### src/rtl/mmult_sched_pkg.sv
// rtl/mmult_sched_pkg.sv - shared state encoding and counter width helper for mmult_sched
// Contents: state_e (sequencer states), idx_bits() (index width, minimum 1 bit).
package mmult_sched_pkg;

    typedef enum logic [2:0] {
        ST_IDLE,
        ST_LAUNCH,
        ST_WAIT,
        ST_NEXT,
        ST_DONE
    } state_e;

    // Width of an index counting 0..n-1; a single entry still needs one bit.
    function automatic int idx_bits(input int n);
        return (n > 1) ? $clog2(n) : 1;
    endfunction

endpackage

### src/rtl/mmult_sched_watchdog.sv
// rtl/mmult_sched_watchdog.sv - cycle watchdog for the multiplier WAIT phase
// Ports: clk, aresetn (async, active low), clear_i (restart count),
//        count_en_i (count this cycle), expire_o (limit reached this cycle).
module mmult_sched_watchdog #(
    parameter int LIMIT = 1024
) (
    input  logic clk,
    input  logic aresetn,
    input  logic clear_i,
    input  logic count_en_i,
    output logic expire_o
);

    localparam int TW = $clog2(LIMIT + 1);
    localparam logic [TW-1:0] LAST = TW'(LIMIT - 1);

    logic [TW-1:0] cnt_q;

    always_ff @(posedge clk or negedge aresetn) begin
        if (!aresetn) begin
            cnt_q <= '0;
        end else if (clear_i) begin
            cnt_q <= '0;
        end else if (count_en_i && (cnt_q != LAST)) begin
            cnt_q <= cnt_q + TW'(1);
        end
    end

    // The LIMIT-th counted cycle is the expiring one.
    assign expire_o = count_en_i && (cnt_q == LAST);

endmodule

### src/rtl/mmult_sched.sv
// rtl/mmult_sched.sv - per-column sequencer for the block-column matrix multiplier
// Host side: sched_start in; sched_busy, sched_done, sched_error out.
// Multiplier side: mm_start, mm_col out; mm_done, mm_result_valid, mm_result in.
// Result RAM: res_write_en, res_write_address, res_write_data out.
// Optional macro MMULT_SCHED_TIMEOUT_EN adds a WAIT-phase watchdog (TIMEOUT_CYCLES).
module mmult_sched
    import mmult_sched_pkg::*;
#(
    parameter int WIDTH          = 8,
    parameter int M              = 8,
    parameter int P              = 2,
    parameter int RES_DEPTH_BITS = 4,
    parameter int TIMEOUT_CYCLES = 1024
) (
    input  logic                      clk,
    input  logic                      aresetn,
    input  logic                      sched_start,
    output logic                      sched_busy,
    output logic                      sched_done,
    output logic                      sched_error,
    output logic                      mm_start,
    output logic [idx_bits(P)-1:0]    mm_col,
    input  logic                      mm_done,
    input  logic                      mm_result_valid,
    input  logic [WIDTH-1:0]          mm_result,
    output logic                      res_write_en,
    output logic [RES_DEPTH_BITS-1:0] res_write_address,
    output logic [WIDTH-1:0]          res_write_data
);

    localparam int CW = idx_bits(P);
    localparam int RW = $clog2(M) + 1;
    localparam int AW = RES_DEPTH_BITS;
    localparam logic [RW-1:0] ROWS     = RW'(M);
    localparam logic [CW-1:0] LAST_COL = CW'(P - 1);
    localparam logic [AW-1:0] M_A      = AW'(M);

    state_e         state_q;
    logic [CW-1:0]  col_q;
    logic [RW-1:0]  row_q;
    logic [RW-1:0]  row_d;
    logic           busy_q, done_q, err_q, mm_start_q;
    logic           wr_en_q;
    logic [AW-1:0]  wr_addr_q, wr_addr_d;
    logic [WIDTH-1:0] wr_data_q;
    logic           in_wait, accept, wd_expire;

    always_comb begin
        in_wait   = (state_q == ST_WAIT);
        // Only the first M valids of a column are stored; later ones overflow.
        accept    = in_wait && mm_result_valid && (row_q < ROWS);
        row_d     = accept ? row_q + RW'(1) : row_q;
        wr_addr_d = AW'(col_q) * M_A + AW'(row_q);
    end

`ifdef MMULT_SCHED_TIMEOUT_EN
    mmult_sched_watchdog #(
        .LIMIT (TIMEOUT_CYCLES)
    ) u_watchdog (
        .clk        (clk),
        .aresetn    (aresetn),
        .clear_i    ((state_q == ST_LAUNCH) || (in_wait && mm_result_valid)),
        .count_en_i (in_wait),
        .expire_o   (wd_expire)
    );
`else
    // No watchdog: constant 0 (a negative limit is not a legal setting).
    assign wd_expire = (TIMEOUT_CYCLES < 0);
`endif

    always_ff @(posedge clk or negedge aresetn) begin
        if (!aresetn) begin
            state_q    <= ST_IDLE;
            col_q      <= '0;
            row_q      <= '0;
            busy_q     <= 1'b0;
            done_q     <= 1'b0;
            err_q      <= 1'b0;
            mm_start_q <= 1'b0;
            wr_en_q    <= 1'b0;
            wr_addr_q  <= '0;
            wr_data_q  <= '0;
        end else begin
            mm_start_q <= 1'b0;
            done_q     <= 1'b0;
            wr_en_q    <= 1'b0;
            case (state_q)
                ST_IDLE: begin
                    if (sched_start) begin
                        state_q    <= ST_LAUNCH;
                        col_q      <= '0;
                        row_q      <= '0;
                        err_q      <= 1'b0;
                        busy_q     <= 1'b1;
                        mm_start_q <= 1'b1;
                    end
                end
                ST_LAUNCH: begin
                    state_q <= ST_WAIT;
                end
                ST_WAIT: begin
                    if (accept) begin
                        wr_en_q   <= 1'b1;
                        wr_addr_q <= wr_addr_d;
                        wr_data_q <= mm_result;
                    end
                    if (mm_result_valid && !accept) begin
                        err_q <= 1'b1;
                    end
                    row_q <= row_d;
                    // Row check uses the count including a same-cycle valid.
                    if (mm_done) begin
                        state_q <= ST_NEXT;
                        if (row_d != ROWS) begin
                            err_q <= 1'b1;
                        end
                    end else if (wd_expire) begin
                        err_q   <= 1'b1;
                        done_q  <= 1'b1;
                        busy_q  <= 1'b0;
                        state_q <= ST_DONE;
                    end
                end
                ST_NEXT: begin
                    if (col_q == LAST_COL) begin
                        state_q <= ST_DONE;
                        done_q  <= 1'b1;
                        busy_q  <= 1'b0;
                    end else begin
                        col_q      <= col_q + CW'(1);
                        row_q      <= '0;
                        state_q    <= ST_LAUNCH;
                        mm_start_q <= 1'b1;
                    end
                end
                ST_DONE: begin
                    state_q <= ST_IDLE;
                end
                default: begin
                    state_q <= ST_IDLE;
                end
            endcase
        end
    end

    assign sched_busy        = busy_q;
    assign sched_done        = done_q;
    assign sched_error       = err_q;
    assign mm_start          = mm_start_q;
    assign mm_col            = col_q;
    assign res_write_en      = wr_en_q;
    assign res_write_address = wr_addr_q;
    assign res_write_data    = wr_data_q;

endmodule

### config.mk
export PLATFORM = sky130hd
export DESIGN_NAME = mmult_sched
export DESIGN_NICKNAME = d
export VERILOG_FILES = /design/src/rtl/mmult_sched_pkg.sv /design/src/rtl/mmult_sched_watchdog.sv /design/src/rtl/mmult_sched.sv
export SDC_FILE = /design/constraint.sdc
export NUM_CORES = 1
export LEC_CHECK = 0
export CAP_MARGIN = 5
export CORE_ASPECT_RATIO = 0.9
export CORE_MARGIN = 5
export CORE_UTILIZATION = 50
export DETAILED_ROUTE_END_ITERATION = 8
export HOLD_SLACK_MARGIN = 0.12
export MAX_ROUTING_LAYER = met4
export PLACE_DENSITY = 0.83
export SLEW_MARGIN = 40
export SYNTH_ARGS = -nofsm -noshare
export SYNTH_HDL_FRONTEND = slang
export SYNTH_SLANG_ARGS = --single-unit
### constraint.sdc
create_clock -name clk -period 3.5 [get_ports clk]
set_input_delay 1.05 -clock clk [delete_from_list [all_inputs] [get_ports clk]]
set_output_delay 1.05 -clock clk [all_outputs]
set_load 0.03 [all_outputs]
==> results of run 1 <==
-- worst register-to-register path: stages (launching register included) --
cell and delay [ns]:
dfrtp_1 0.53, nor3b_4 0.37, nand2_1 0.10, buf_4 0.19
inv_2 0.20, o21ai_0 0.14, mux2_2 0.29
-- how the worst max path moves through the flow --
stage	endpoint	from	depth (start not counted)	slack, ns
6_report	row_q[0]$_DFFE_PN0P_	mm_result_valid	7	0.97
5_1_grt	row_q[0]$_DFFE_PN0P_	mm_result_valid	7	0.80
4_1_cts	mm_col	mm_col$_DFFE_PN0P_	1	0.95
3_5_place_dp	row_q[0]$_DFFE_PN0P_	mm_result_valid	7	0.63
3_3_place_gp	row_q[0]$_DFFE_PN0P_	mm_result_valid	7	0.73
2_1_floorplan	row_q[0]$_DFFE_PN0P_	mm_result_valid	5	1.48
-- final cells by class --
type / count / share of cell area (%)
Sequential cell: 25 / 43.07
Multi-Input combinational cell: 79 / 30.23
Timing Repair Buffer: 32 / 21.71
Tap cell: 27 / 2.326
Clock buffer: 3 / 1.550
Inverter: 3 / 0.7752
Clock inverter: 1 / 0.3445
-- sequential cells by signal (all words and copies together) (netlist names) --
register,flops
state_q,3
sched_busy,1
mm_start,1
row_q,4
res_write_en,1
res_write_data,8
sched_done,1
sched_error,1
res_write_address,4
mm_col,1
-- cell families (layout without fill, tap and decap cells) --
family / Yosys count / count (layout) / share of synthesized area (%)
xor+xnor: 1 / 1 / 0.7884
compound gates: 16 / 16 / 10.59
flops: 25 / 25 / 56.31
simple gates: 59 / 59 / 25.11
fa+ha+maj: 1 / 1 / 1.126
mux: 2 / 2 / 1.914
buf+inv: 8 / 39 / 4.165
-- layout by cell type, fill, tap and decap left out, types with 2 or more instances in the layout --
cell type,n
a21oi_1,2
a31oi_1,2
and3_2,2
buf_4,2
clkbuf_4,3
clkdlybuf4s50_1,30
dfrtp_1,25
inv_1,2
nand2_1,38
nor2_1,6
nor2b_1,2
nor3_1,2
nor3b_1,3
o21a_1,2
o21ai_0,3
-- through the flow --
| step | cells | setup slack, ns | cell area (sq um) | util (%) | hold slack, ns |
|---|---|---|---|---|---|
| 4_1_cts | 170 | 0.9481 | 1453 | 67.82 | 0.4968 |
| 3_3_place_gp | 166 | 0.7326 | 1425 | 66.53 | 0.4610 |
| 2_1_floorplan | 112 | 1.484 | 1111 | - | 0.4990 |
| 6_report | 170 | 0.9659 | 1453 | 67.82 | 0.4917 |
| 3_5_place_dp | 166 | 0.6323 | 1425 | 66.53 | 0.4664 |
| 5_1_grt | 170 | 0.8038 | 1453 | 67.82 | 0.5261 |
-- per-layer routing --
metal / up-vias / part of all wire, % / track usage, %
li1: 436 / - / -
met1: 426 / 45 / 19.17
met2: 19 / 49 / 26.44
met3: 2 / 5.0 / 3.066
met4: 0 / 0.64 / 5.535
met5: - / 0 / -
-- power breakdown --
part / internal, mW / switching [mW]
Combinational: 0.287 / 0.362
Clock: 0.0426 / 0.0806
Sequential: 0.398 / 0.110
Total: 0.728 / 0.552
==> impl_metrics.ini, run 1 <==
[setup_path]
startpoint_type = input pin
reg2reg_from = state_q[0]$_DFFE_PN0P_
cp_cell_sequence = clkdlybuf4s50_1 > nor2b_1 > nand2_1 > buf_4 > inv_2 > o21ai_0 > mux2_2
cp_top_family = buffers and inverters
reg2reg_slack_ns = 1.58
ff2ff_path_depth = 6
worstPathArrival_ns = 2.74
max_stage_delay_ns = 0.49
r2r-end = row_q[0]$_DFFE_PN0P_
critPathRequiredTime_ns = 3.70
endpoint_kind = register
worstSetupPathType = in -> reg
cp_max_fo = 15
crit_buf_inv = 3
cp_slowest_cell = clkdlybuf4s50_1

[synth]
synth_edf_count = 0
synth_cell_types = 34
synthCells = 112
synth_top_area_share_pct = 56.31
synth_top_cell_by_area = dfrtp_1
synth_seq_area_share_pct = 56.31
ys_async_sr_fraction_pct = 100.0
synth_most_common_cell = nand2_1
synth_nets = 126
synth_area_leaders = dfrtp_1 (56%), nand2_1 (13%), nor2_1 (2.0%)
postSynthAreaPerCell_sq_um = 9.920
synth_ff_type = dfrtp_1
ys.warnings.count = 0
synth-seq-cells = 25
synthTopCellsByCount = nand2_1 (38), dfrtp_1 (25), nor2_1 (6)
synthesis.area_sq_um = 1111

[placed_design]
gp_congestion = 0.8154
post-dp-hpwl_microns = 1700
port_buffers = 30

[timing]
hold_viol_final = 0
worst_clock_skew_ns = 0.007263
setup_viol = 0
finalCritPeriodShare_pct = 72.40
min_period_ns = 2.534
slew-limit-headroom_pct = 75.35
fin_tns_setup_ns = 0
tightest_slew_ns = 0.3697
rsz0062_at_grt = no
slew_viol_final = 0
fmax_mhz = 394.6

[route]
drtAntennaViolNets = 0
postRouteWirelength_microns = 2180
drc = 0
viasPerCell = 5.194
dr_total_vias = 883
wl_per_cell_microns = 12.82
dr.pass1.iters = 4
first_iter_violations = 8

[floorplan]
start_util_pct = 51.87
die_w_microns = 59.69
ios = 31
die_area_sq_um = 3266
dieHeight_microns = 54.72
std_cell_rows = 16
fp.coreArea_sq_um = 2142

[power]
max-vdd-ir-drop_uv = 618.2
leakagePower_nw = 0.6848
design_power_total_mw = 1.280
power_density_nw_per_um2 = 881.2

[final_layout]
seqCellArea_sq_um = 625.6
synthToLayoutAreaGrowth_pct = 30.74
multi_input_area_sq_um = 439.2
layout.nets = 158
drive_gt1_share_pct = 9.790
n_antenna_cell = 0
fill_cells = 180

[global_route]
overflow = 0
grt_max_degree = 26
track_usage_pct = 15.81
grt_pass1_wl_microns = 3732
antenna_found_initial = 0
grt_pass1_vias = 856

[cts]
clock_latency_ns = 0.31
ctsHoldBuffers = 0
cts_resized = 0
post_cts_buffers = 0
cts_sinks = 25
cts-htree-levels = 1
clockRootBuffer = clkbuf_4
clk_pin_slew_worst_paths_ns = 0.12
clk_path_buf_depth = 2
cts_tree = done
cts-buffers-inserted = 3

[outcome]
status = completed

[hold_path]
holdPathStages = 2
holdPathEnd = res_write_data[6]$_DFFE_PN0P_
hold_path_class = reg -> reg
worstHoldStart = res_write_data[6]$_DFFE_PN0P_

[run]
maxCapViolations = 0
(Power assumes the default switching activity.)
==> run 2, diff against run 1 <==
--- a/config.mk
+++ b/config.mk
@@ -8,11 +8,11 @@
 export CAP_MARGIN = 5
 export CORE_ASPECT_RATIO = 0.9
 export CORE_MARGIN = 5
-export CORE_UTILIZATION = 50
+export CORE_UTILIZATION = 46
 export DETAILED_ROUTE_END_ITERATION = 8
 export HOLD_SLACK_MARGIN = 0.12
 export MAX_ROUTING_LAYER = met4
-export PLACE_DENSITY = 0.83
+export PLACE_DENSITY = 0.77
 export SLEW_MARGIN = 40
 export SYNTH_ARGS = -nofsm -noshare
 export SYNTH_HDL_FRONTEND = slang
==> constraint.sdc (replaced) <==
create_clock -name clk -period 2.4 [get_ports clk]
set_input_delay 0.72 -clock clk [delete_from_list [all_inputs] [get_ports clk]]
set_output_delay 0.72 -clock clk [all_outputs]
set_load 0.03 [all_outputs]
==> run 2 against run 1 <==
Compared with the run above: routed wire length rose by 1.7%; clock power rose by 42%; flip-flop and latch count did not move; sequential share of layout area fell by 0.18 points; register-to-register slack got worse by 0.83 ns.
==> impl_metrics.ini, run 2 (synthesis gave the netlist of run 1 again) <==
[outcome]
status = completed

[power]
max-vdd-ir-drop_uv = 745.0
power_density_nw_per_um2 = 1281
design_power_total_mw = 1.870
leakagePower_nw = 0.6874

[global_route]
grt_max_degree = 26
grt_pass1_vias = 869
antenna_found_initial = 0
track_usage_pct = 14.49
overflow = 0
grt_pass1_wl_microns = 3795

[timing]
finalCritPeriodShare_pct = 91.90
fin_tns_setup_ns = 0
rsz0062_at_grt = no
fin_ws_ns = 0.1944
slew_viol_final = 0
hold_ws_ns = 0.4933
tightest_slew_ns = 0.3612
setup_viol = 0
worst_clock_skew_ns = 0.004408
min_period_ns = 2.206
slew-limit-headroom_pct = 75.92
fmax_mhz = 453.4
hold_viol_final = 0

[route]
viasPerCell = 5.123
dr.pass1.iters = 4
dr_total_vias = 876
drc = 0
postRouteWirelength_microns = 2217
drtAntennaViolNets = 0
first_iter_violations = 26
wl_per_cell_microns = 12.96

[floorplan]
ios = 31
fp.coreArea_sq_um = 2242
die_w_microns = 61.81
die_area_sq_um = 3500
dieHeight_microns = 56.63
std_cell_rows = 16
start_util_pct = 49.55

[final_layout]
fill_cells = 198
synthToLayoutAreaGrowth_pct = 31.31
drive_gt1_share_pct = 9.722
final_cell_mix = nand2_1 (38), clkdlybuf4s50_1 (30), dfrtp_1 (25)
fin_util_pct = 65.07
n_antenna_cell = 0
layout.nets = 159
final_common_cell = nand2_1
largest_reg_flops = 8

[hold_path]
hold_path_class = reg -> reg

[setup_path]
cp_num_cells = 1
startpoint_type = register
crit_buf_inv = 1
crit_end = mm_col
cp_slowest_cell = clkdlybuf4s50_1
ff2ff_path_depth = 4
max_stage_delay_ns = 0.71
worstSetupPathType = reg -> out
cp_cell_sequence = clkdlybuf4s50_1
endpoint_kind = output port
reg2reg_from = state_q[2]$_DFFE_PN0P_
crit_start = mm_col$_DFFE_PN0P_
cp_top_family = buffers and inverters
critPathRequiredTime_ns = 1.68
cp_max_fo = 7
reg2reg_slack_ns = 0.75
r2r-end = sched_error$_DFFE_PN0P_
worstPathArrival_ns = 1.49

[placed_design]
post-dp-hpwl_microns = 1673
place_ws_ns = 0.1581
port_buffers = 30
gp_congestion = 0.8324

[cts]
clk_path_buf_depth = 2
cts_resized = 0
cts-htree-levels = 1
post_cts_buffers = 0
ctsHoldBuffers = 0
clk_pin_slew_worst_paths_ns = 0.12
clockRootBuffer = clkbuf_4
cts-buffers-inserted = 3
clock_latency_ns = 0.30
cts_tree = done
cts_sinks = 25

[run]
maxCapViolations = 0
## run 2: worst min-delay path, stage by stage, from the launching register on
cell	delay (ns)
dfrtp_1	0.36
nand2_1	0.05
nand2_1	0.06
## run 2: how the worst min path moves through the flow
stage | from | endpoint | slack, ns | cells past startpoint
floorplan | aresetn | mm_col$_DFFE_PN0P_ | 0.42 | 0
global placement | res_write_data[0]$_DFFE_PN0P_ | res_write_data[0]$_DFFE_PN0P_ | 0.46 | 2
detailed placement | res_write_data[6]$_DFFE_PN0P_ | res_write_data[6]$_DFFE_PN0P_ | 0.47 | 2
CTS | res_write_data[3]$_DFFE_PN0P_ | res_write_data[3]$_DFFE_PN0P_ | 0.50 | 2
global route | res_write_data[1]$_DFFE_PN0P_ | res_write_data[1]$_DFFE_PN0P_ | 0.53 | 2
finish | res_write_data[1]$_DFFE_PN0P_ | res_write_data[1]$_DFFE_PN0P_ | 0.49 | 2
## run 2: final cells by class
| class | count | area [sq um] | area share (%) |
|---|---|---|---|
| sequential | 25 | 625.6 | 42.88 |
| multi-input combinational | 79 | 439.2 | 30.10 |
| timing repair buffer | 33 | 322.8 | 22.13 |
| tap | 27 | 33.78 | 2.316 |
| clock buffer | 4 | 26.28 | 1.801 |
| inverter | 3 | 11.26 | 0.7719 |
## run 2: report_power, final
group          total (mW)  leakage, nW  internal (mW)  switching (mW)
registers           0.740        0.321          0.581           0.159
logic               0.955        0.352          0.425           0.530
clock network       0.175       0.0150         0.0647           0.110
total                1.87        0.687           1.07           0.800
## run 2: routing by layer
| layer | track usage (%) | wire length [microns] | part of all wire (%) | up-vias |
|---|---|---|---|---|
| met5 | - | 0 | 0 | - |
| met3 | 3.440 | 140 | 6.3 | 2 |
| li1 | - | - | - | 440 |
| met1 | 18.26 | 985 | 44 | 413 |
| met2 | 23.17 | 1079 | 49 | 21 |
| met4 | 3.636 | 12 | 0.54 | 0 |
## run 2: stage by stage
stage	instances	cell area, sq um
2_1_floorplan	112	1111
3_3_place_gp	167	1433
3_5_place_dp	167	1433
4_1_cts	171	1459
5_1_grt	171	1459
6_report	171	1459
==> run 3, diff against run 2 <==
--- a/config.mk
+++ b/config.mk
@@ -13,6 +13,7 @@
 export HOLD_SLACK_MARGIN = 0.12
 export MAX_ROUTING_LAYER = met4
 export PLACE_DENSITY = 0.77
+export SKIP_CTS_REPAIR_TIMING = 1
 export SLEW_MARGIN = 40
 export SYNTH_ARGS = -nofsm -noshare
 export SYNTH_HDL_FRONTEND = slang
==> results of run 3 <==
No change in the layout: final DEF, timing and power equal those of run 2.
==> RTL change: new RTL, settings of run 3 <==
Add an input register stage for `sched_start`, `mm_done` and `mm_result`, without a reset; this delays them by one clock. The other inputs are not delayed to match.
--- a/src/rtl/mmult_sched.sv
+++ b/src/rtl/mmult_sched.sv
@@ -36,2 +36,12 @@
     localparam logic [AW-1:0] M_A      = AW'(M);
+
+    logic sched_start_q;
+    logic mm_done_q;
+    logic [WIDTH-1:0] mm_result_q;
+
+    always_ff @(posedge clk) begin
+        sched_start_q <= sched_start;
+        mm_done_q     <= mm_done;
+        mm_result_q   <= mm_result;
+    end
 
@@ -88,3 +98,3 @@
                 ST_IDLE: begin
-                    if (sched_start) begin
+                    if (sched_start_q) begin
                         state_q    <= ST_LAUNCH;
@@ -104,3 +114,3 @@
                         wr_addr_q <= wr_addr_d;
-                        wr_data_q <= mm_result;
+                        wr_data_q <= mm_result_q;
                     end
@@ -111,3 +121,3 @@
                     // Row check uses the count including a same-cycle valid.
-                    if (mm_done) begin
+                    if (mm_done_q) begin
                         state_q <= ST_NEXT;
Function: changed (a bounded check fails within 4 cycles, from zero or initial values and one cycle with aresetn low).
==> RTL change against run 3 <==
  * Synthesized area increased by 21%
  * Sequential cell count increased by 10
  * Sequential share of layout area increased by 5.2 points
  * Largest power group unchanged
  * Final area increased by 18%
  * Critical path depth unchanged
  * Critical path type unchanged
  * Power increased by 18%
  * Routed wire length increased by 12%
  * Worst setup slack got worse by 0.056 ns
  * Critical endpoint unchanged
  * Highest routed layer unchanged
==> RTL change: results (changes against run 3) <==
[global_route]
gr-usage-met1_pct=17.80  ; was 18.26%
grt_pass1_wl_um=4367  ; was 3795 µm
grt_pass1_vias=937  ; was 869

[cells_and_area]
drive_gt1_share_pct=17.52  ; was 9.722%
multiInputGateArea_um2=452.9  ; was 439.2 µm²
n_clock_buffer=6  ; was 4
inverters=7  ; was 3
nonClockBufferCount=31  ; was 33
fin_area_um2=1717  ; was 1459 µm²
fill_cells=242  ; was 198

[yosys]
muxShareOfSynthArea_pct=9.860  ; was 1.914%
synthTopCellsByArea=dfrtp_1 47%, dfxtp_1 15%, mux2_2 8.4%  ; was dfrtp_1 56%, nand2_1 13%, nor2_1 2.0%
synth_compound_area_share_pct=10.05  ; was 10.59%

[min_path]
hold_depth=1  ; was 2

[power]
vdd_ir_drop_max_v=0.0006878  ; was 0.0007450 V
p_leak_nw=0.7411  ; was 0.6874 nW

[worst_setup_path]
rr_startpoint=state_q[0]$_DFFE_PN0P_  ; was state_q[2]$_DFFE_PN0P_
rr_worst_depth=3  ; was 4
worstPathArrival_ns=1.54  ; was 1.49 ns

[status]
status=finished clean  ; unchanged

[cts]
cts_buffers=5  ; was 3
htreeDepth=2  ; was 1

[drt]
dr_wl_met3_um=132  ; was 140 µm
wl_um=2488  ; was 2217 µm
met1_length_um=1151  ; was 985 µm

[sta]
fin_worst_skew_ns=0.008047  ; was 0.004408 ns
tightest_slew_ns=0.4136  ; was 0.3612 ns

[floorplan]
taps=40  ; was 27

[placed_design]
pre_cts_slack_ns=0.1991  ; was 0.1581 ns
dp_hpwl_um=1781  ; was 1673 µm

-- RTL change: cell types whose count changed after synthesis, sizes merged, moves of 4 or more --
cell   delta
mux2      +9
nand2    -36
dfxtp    +10
inv       +4
-- RTL change: worst max-delay path by stage --
stage	endpoint	cells after the start	startpoint	slack, ns
3_5_place_dp	sched_error$_DFFE_PN0P_	4	mm_result_valid	0.20
3_3_place_gp	sched_error$_DFFE_PN0P_	4	mm_result_valid	0.33
2_1_floorplan	sched_error$_DFFE_PN0P_	5	state_q[2]$_DFFE_PN0P_	0.89
4_1_cts	mm_col	1	mm_col$_DFFE_PN0P_	0.10
5_1_grt	mm_col	1	mm_col$_DFFE_PN0P_	0.05
6_report	mm_col	1	mm_col$_DFFE_PN0P_	0.14
-- RTL change: power by group --
group	leakage (nW)	switching, mW	internal, mW
Sequential	0.400	0.167	0.758
Combinational	0.313	0.510	0.473
Clock	0.0282	0.188	0.113
